--- config.mk ---
export PLATFORM = sky130hd
export DESIGN_NAME = btn_conditioner
export DESIGN_NICKNAME = d
export VERILOG_FILES = /design/src/rtl/btn_conditioner.sv
export SDC_FILE = /design/constraint.sdc
export NUM_CORES = 1
export LEC_CHECK = 0
export ABC_CLOCK_PERIOD_IN_PS = 16100
export BUFFER_PORTS_ARGS = -buffer_cell sky130_fd_sc_hd__buf_2
export CORE_ASPECT_RATIO = 1.2
export CORE_MARGIN = 3
export CORE_UTILIZATION = 69
export CTS_BUF_LIST = sky130_fd_sc_hd__clkbuf_8
export CTS_CLUSTER_SIZE = 10
export DETAILED_ROUTE_END_ITERATION = 8
export GPL_TIMING_DRIVEN = 0
export PLACE_DENSITY_LB_ADDON = 0.15
export REMOVE_ABC_BUFFERS = 1
export SYNTH_ARGS = -nofsm -noshare
export SYNTH_HDL_FRONTEND = slang
export SYNTH_SLANG_ARGS = --single-unit
--- constraint.sdc ---
create_clock -name clk -period 16.1 [get_ports clk]
set_input_delay 3.22 -clock clk [delete_from_list [all_inputs] [get_ports clk]]
set_output_delay 3.22 -clock clk [all_outputs]
set_load 0.01 [all_outputs]
--- src/rtl/btn_conditioner.sv ---
// -----------------------------------------------------------------------------
// btn_conditioner
//
// Input front end for the stopwatch. Each raw pushbutton channel goes through
// a two-flop synchroniser, a consecutive-sample debouncer, registered edge
// detection and, on channels selected by REPEAT_EN, long-press / auto-repeat
// generation.
//
// Parameters
//   N_BTN          number of independent button channels
//   DB_CYCLES      consecutive disagreeing samples needed to flip the level (>=2)
//   HOLD_CYCLES    cycles after the press pulse until long-press is reported (>=2)
//   REPEAT_CYCLES  auto-repeat period once held (>=2)
//   REPEAT_EN      per-channel enable for btn_held / btn_repeat
//
// Ports
//   clk          system clock
//   reset        asynchronous, active-high; clears every flop
//   btn_in       raw, asynchronous, bouncing buttons (active-high)
//   btn_level    debounced level
//   btn_press    one-cycle pulse on each accepted 0->1 transition
//   btn_release  one-cycle pulse on each accepted 1->0 transition
//   btn_held     high while an enabled channel has been held >= HOLD_CYCLES
//   btn_repeat   one-cycle auto-repeat pulses on held channels
// -----------------------------------------------------------------------------
module btn_conditioner #(
  parameter int               N_BTN         = 6,
  parameter int               DB_CYCLES     = 2000000,
  parameter int               HOLD_CYCLES   = 100000000,
  parameter int               REPEAT_CYCLES = 20000000,
  parameter logic [N_BTN-1:0] REPEAT_EN     = 6'b000010
) (
  input  logic             clk,
  input  logic             reset,
  input  logic [N_BTN-1:0] btn_in,
  output logic [N_BTN-1:0] btn_level,
  output logic [N_BTN-1:0] btn_press,
  output logic [N_BTN-1:0] btn_release,
  output logic [N_BTN-1:0] btn_held,
  output logic [N_BTN-1:0] btn_repeat
);

  localparam int DB_W     = (DB_CYCLES > 2) ? $clog2(DB_CYCLES) : 1;
  localparam int HOLD_MAX = (HOLD_CYCLES > REPEAT_CYCLES) ? HOLD_CYCLES : REPEAT_CYCLES;
  localparam int HC_W     = (HOLD_MAX > 2) ? $clog2(HOLD_MAX) : 1;

  // Terminal counts: the event fires on the edge where the counter would
  // otherwise step from *_LAST to the full cycle count.
  localparam logic [DB_W-1:0] DB_LAST   = DB_W'(DB_CYCLES - 1);
  localparam logic [HC_W-1:0] HOLD_LAST = HC_W'(HOLD_CYCLES - 1);
  localparam logic [HC_W-1:0] REP_LAST  = HC_W'(REPEAT_CYCLES - 1);

  typedef enum logic [1:0] {
    ST_IDLE    = 2'd0,
    ST_PRESSED = 2'd1,
    ST_HELD    = 2'd2
  } hold_state_e;

  for (genvar i = 0; i < N_BTN; i++) begin : g_ch

    logic            sync1_q, sync2_q;
    logic [DB_W-1:0] db_cnt_q, db_cnt_d;
    logic            level_q, level_d;
    logic            press_q, press_d;
    logic            release_q, release_d;

    // ---- synchroniser: raw input straight into two flops, no logic between
    always_ff @(posedge clk or posedge reset) begin
      if (reset) begin
        sync1_q <= 1'b0;
        sync2_q <= 1'b0;
      end else begin
        sync1_q <= btn_in[i];
        sync2_q <= sync1_q;
      end
    end

    // ---- debounce and edge detection
    always_ff @(posedge clk or posedge reset) begin
      if (reset) begin
        db_cnt_q  <= '0;
        level_q   <= 1'b0;
        press_q   <= 1'b0;
        release_q <= 1'b0;
      end else begin
        db_cnt_q  <= db_cnt_d;
        level_q   <= level_d;
        press_q   <= press_d;
        release_q <= release_d;
      end
    end

    always_comb begin
      db_cnt_d  = '0;
      level_d   = level_q;
      press_d   = 1'b0;
      release_d = 1'b0;
      // Any agreeing sample leaves db_cnt_d at 0, restarting the count.
      if (sync2_q != level_q) begin
        if (db_cnt_q == DB_LAST) begin
          level_d   = ~level_q;
          press_d   = ~level_q;
          release_d = level_q;
        end else begin
          db_cnt_d = db_cnt_q + DB_W'(1);
        end
      end
    end

    assign btn_level[i]   = level_q;
    assign btn_press[i]   = press_q;
    assign btn_release[i] = release_q;

    // ---- long press / auto-repeat
    if (REPEAT_EN[i]) begin : g_rep

      hold_state_e     state_q, state_d;
      logic [HC_W-1:0] hold_cnt_q, hold_cnt_d;
      logic            held_q, held_d;
      logic            repeat_q, repeat_d;

      always_ff @(posedge clk or posedge reset) begin
        if (reset) begin
          state_q    <= ST_IDLE;
          hold_cnt_q <= '0;
          held_q     <= 1'b0;
          repeat_q   <= 1'b0;
        end else begin
          state_q    <= state_d;
          hold_cnt_q <= hold_cnt_d;
          held_q     <= held_d;
          repeat_q   <= repeat_d;
        end
      end

      // Decisions look at level_d so that held drops, and any repeat due on
      // the same edge is suppressed, in the very cycle the release pulse
      // shows. The counter starts on the edge after the press pulse edge, so
      // held appears exactly HOLD_CYCLES cycles after btn_press.
      always_comb begin
        state_d    = state_q;
        hold_cnt_d = hold_cnt_q;
        held_d     = held_q;
        repeat_d   = 1'b0;
        unique case (state_q)
          ST_IDLE: begin
            hold_cnt_d = '0;
            held_d     = 1'b0;
            if (level_d) state_d = ST_PRESSED;
          end
          ST_PRESSED: begin
            if (!level_d) begin
              state_d    = ST_IDLE;
              hold_cnt_d = '0;
              held_d     = 1'b0;
            end else if (hold_cnt_q == HOLD_LAST) begin
              state_d    = ST_HELD;
              hold_cnt_d = '0;
              held_d     = 1'b1;
              repeat_d   = 1'b1;
            end else begin
              hold_cnt_d = hold_cnt_q + HC_W'(1);
            end
          end
          ST_HELD: begin
            if (!level_d) begin
              state_d    = ST_IDLE;
              hold_cnt_d = '0;
              held_d     = 1'b0;
            end else if (hold_cnt_q == REP_LAST) begin
              hold_cnt_d = '0;
              repeat_d   = 1'b1;
            end else begin
              hold_cnt_d = hold_cnt_q + HC_W'(1);
            end
          end
          default: begin
            state_d    = ST_IDLE;
            hold_cnt_d = '0;
            held_d     = 1'b0;
          end
        endcase
      end

      assign btn_held[i]   = held_q;
      assign btn_repeat[i] = repeat_q;

    end else begin : g_norep
      assign btn_held[i]   = 1'b0;
      assign btn_repeat[i] = 1'b0;
    end

  end

endmodule

* Word level (Yosys, flattened, before mapping)
Cells that the tools add are included.
** Operators by class
- Add/sub/neg operators :: 7
- Equality and inequality tests :: 19
- Mux-type cells :: 57
- Bitwise gates (word level) :: 6
- Reduce and logical (&&, ||, !) cells :: 8
** Operators with widths (count)
- $mux 21 :: 12
- $add 21x1->21 const B :: 6
- $eq 21x21->1 const B :: 6
- $mux 27 :: 4
- $pmux 27 s2 :: 1
- $mux 1 :: 33
- $add 27x1->27 const B :: 1
- $eq 27x25->1 const B :: 1
- $eq 27x27->1 const B :: 1
- $reduce_and 2->1 :: 6
- $mux 2 :: 4
- $ne 1x1->1 :: 6
- $not 1->1 :: 6
- $pmux 2 s3 :: 1
- $ne 2x2->1 const B :: 2
- $pmux 1 s2 :: 2
- $ne 3x3->1 const B :: 1
- $reduce_and 3->1 :: 1
- $eq 2x1->1 const B :: 1
- $eq 2x2->1 const B :: 1
- $logic_not 2->1 :: 1
** Word-level totals
- Register bits :: 187
- Bits of input ports :: 8
- Output and inout port bits :: 30
- Logic and storage cells :: 137

* Longest topological paths before layout
- Word-level depth :: 5
- Mapped depth :: 8
- Gate-level depth less buffers :: 6

* Worst setup path before layout
No wires, ideal clock.
- Kind :: reg-to-output
- Start point :: register g_ch[4].level_q
- End point :: output port btn_level[4]
- Data arrival time :: 0.536 ns
- Required time :: 12.880 ns
- Path slack :: 12.344 ns
- Cell stages (with the launch flop) :: 2
- Path through :: dfrtp_1 > buf_4
** RTL lines
- from (decl) :: line 63 : logic level_q, level_d;
- from (signal assigned) :: line 87 : level_q <= level_d;
- to (decl) :: line 36 : output logic [N_BTN-1:0] btn_level,
No word-level cell between the ends.

* Worst setup path in the final report
- Start point :: register g_ch[1].level_q
- End point :: output port btn_level[1]
** RTL lines (line)
- from (decl) :: 63
- from (signal assigned) :: 87
No word-level cell between the ends.

==> impl_results.md <==
* Status: finished clean
* Post-route design area at 0.00954 mm2
* Final hold slack at 0.356 ns
* Top_reg_cell synth: dfrtp_1
* H-tree depth at 4
* Total stage count of the critical path at 1
* Pint at 0.665 mW
* Worst Min Path Start: g_ch[0].sync1_q
* Post-layout utilization of the core at 75.3%
* Top Family by Delay on Critical Path: flip-flops
* Sequential Power Share at 56.6%
* Final hold violation count at 0
* Worst slew pin tran at 0.869 ns
* Initial Util at 70.9%
* Ys Warns at 0
* Routing usage on met3 at 6.19%
* Antenna viol nets, final at 0
* First-pass GRT wire length at 26700 um
* Slew Viols, Final at 0
* Gate power share at 2.9%
* Vias in the first global route at 6190
* Distinct cell type count after synthesis at 48
* Top-area cell type share of the netlist area at 52.1%
* Worst vdd rail ir drop at 63.3 uV
* Placed cell area at 0.00909 mm2
* Post-CTS Setup Bufs at 0
* Die area at 0.0144 mm2
* GRT Residual Overflow at 0
* Nets at 910
* Initial antenna violation count at 0
* Worst path cell trace: buf_2
* Fin Setup TNS at 0 ns
* Post-cts gate resize count at 0
* Post-CTS Hold Buffers at 0
* CTS tree: yes
* Critical path's slowest cell: dfrtp_1
* Residual DRC count at 0
* Sink Count at 187
* Cell Area, Synth at 0.00898 mm2
* Largest net degree at the start of global routing at 125
* Top Ports at 38
* RSZ-0062 raised after global routing: false
* Achievable frequency at 234 MHz
* DR vias at 6202
* Root Driver: clkbuf_8
* Largest area contributor in the netlist: dfrtp_1
* FP Rows at 45
* Core area at 0.0127 mm2
* Routability Congestion at 0.865
* Sequential fraction of the synthesis area at 52.1%
* Crit Path Class: flop to primary output
* Switching share of power at 21.4%
* Skew final at 0.00910 ns
* Crit path from: g_ch[1].level_q
* WP buf/inv at 1
* PD cells at 88.8 mW/mm2
* 1st-pass router iterations at 5
* Routed vias/inst at 5.80
* Relative slew margins at 41.5%
* Number of synthesized flops with an enable pin at 0
* Number of cells on the worst hold path at 0
* Number of port buffers at 27
* Layout cells sized above 1 at 8.29%
* Critical Path Sink Type: primary output
* Fin crit period at 4.28 ns
* Switch Pwr at 0.182 mW
* Yosys reg bits at 187
* Overall Power at 0.847 mW
* Clock transition at path regs at 0.09 ns
* Hold Path Class: flop to flop
* Inserted Clock Buffers at 17
* Total Wirelength at 15600 um
* Syn-to-layout area delta at 6.29%
* Synth top area cells: dfrtp_1, xnor2_1, nor2_1
* Total track usage at 23.2%
* Crit-path max FO at 5
* First DRT Iteration DRCs at 311
* Period utilisation layout at 26.6%
* Clk pwr share at 40.5%
* Met2 Usage GRT at 40.1%
* Reg-to-Reg Start: g_ch[1].g_rep.hold_cnt_q[25]
* Crit start category: flop
* Worst r2r path cells at 5
* Biggest cell delay along the critical path at 0.44 ns
* Met1 GRT Util at 28.1%
* Gr busiest metal: met2
* CTS Buffer Depth at 2
* Mapped Cells at 881
* Worst Path Arrival at 1.06 ns
* Antenna Cells at 0
* Die Wd at 110 um
* Required time worst endpoint at 12.88 ns
* Avg Cell Area, Syn at 10.2 um2
* # setup viols final at 0
* Die Ht at 131 um
* Pleak at 4.02 nW
* Top-count cell post-synth: dfrtp_1
* HPWL Detailed at 10600 um
* Synth cell count leaders: dfrtp_1, nor2_1, xnor2_1, xor2_1, nand3_1
* Later-pin clock latency in the skew report at 0.47 ns
* Asr flop ratio synth at 100%
* Routed len/inst at 14.6 um
* Max Cap Viol at 0
worst reg2reg max path: stages, from the launching register on:
cell	delay, ns
dfrtp_1	0.42
nand4b_1	0.18
nor4_1	0.73
a31oi_2	0.28
o221ai_4	0.65
nor2_1	0.13
metal layers:
layer	wire length, um	part of all wire, %
met1	6660	43
met2	8180	52
met3	546	3.5
met4	248	1.6
met5	0	0
cells by family after synthesis:
| family | synth area share, % |
|---|---|
| simple gates | 25.5 |
| xor+xnor | 13.8 |
| mux | 0.627 |
| fa+ha+maj | 1.39 |
| compound gates | 1.92 |
| other cells | 0.0418 |
| buf+inv | 4.60 |
| flops | 52.1 |
final timing paths:
check                                                    to  slack [ns]
worst max register to register  g_ch[1].g_rep.hold_cnt_q[4]       13.57
worst max-delay path                           btn_level[1]       11.82
worst min register to register              g_ch[0].sync2_q        0.36
max in group asynchronous               g_ch[1].db_cnt_q[5]       12.40
min in group asynchronous                   g_ch[3].sync1_q        2.77
worst min-delay path                        g_ch[0].sync2_q        0.36
layout by cell type (no fill, tap or decap), types with 3 or more instances in the layout:
master	instances
mux2_2	5
nor3b_1	10
or3_1	6
nand4_1	31
or4_1	3
inv_1	27
clkbuf_8	21
nor4bb_1	3
and2_1	8
nand2_1	48
xor2_1	56
nor3_1	29
a21oi_1	3
nor4_1	25
and4_1	19
nand3_1	50
buf_2	27
xnor2_1	85
dfrtp_1	187
o21ai_0	7
and3_1	22
bufinv_16	4
ha_1	10
nor2_1	160
conb_1	10
nor4b_1	12
power groups by stage:
stage / logic, mW / clock network [mW] / registers [mW]
after floorplan: 0.0173 / 0 / 0.488
after global placement: 0.0222 / 0 / 0.489
after detailed placement: 0.0250 / 0 / 0.489
after CTS: 0.0252 / 0.352 / 0.480
after global routing: 0.0284 / 0.370 / 0.481
final: 0.0243 / 0.343 / 0.480
cell type report:
cell class,count,area [um2]
clock buffers,21,289
clock inverters,11,166
fillers,876,3130
inverters,27,109
multi-input cells,630,3920
flip-flops and latches,187,4680
well taps,164,205
repair buffers,29,174
stage by stage:
step | setup WS, ns | instances
6_report | 11.82 | 1069
5_1_grt | 11.75 | 1069
4_1_cts | 11.79 | 1069
3_5_place_dp | 11.86 | 1037
3_3_place_gp | 6.20 | 1035
2_1_floorplan | 7.79 | 844
sequential cells by signal, indices dropped and copies added, names as in the netlist:
name and flops:
g_ch.sync1_q 6, g_ch.g_rep.hold_cnt_q 27, g_ch.sync2_q 6, g_ch.level_q 6
g_ch.release_q 6, g_ch.press_q 6, g_ch.g_rep.held_q 1, g_ch.g_rep.repeat_q 1
g_ch.g_rep.state_q 2, g_ch.db_cnt_q 126
No activity file was read; power rests on OpenSTA's default activity.
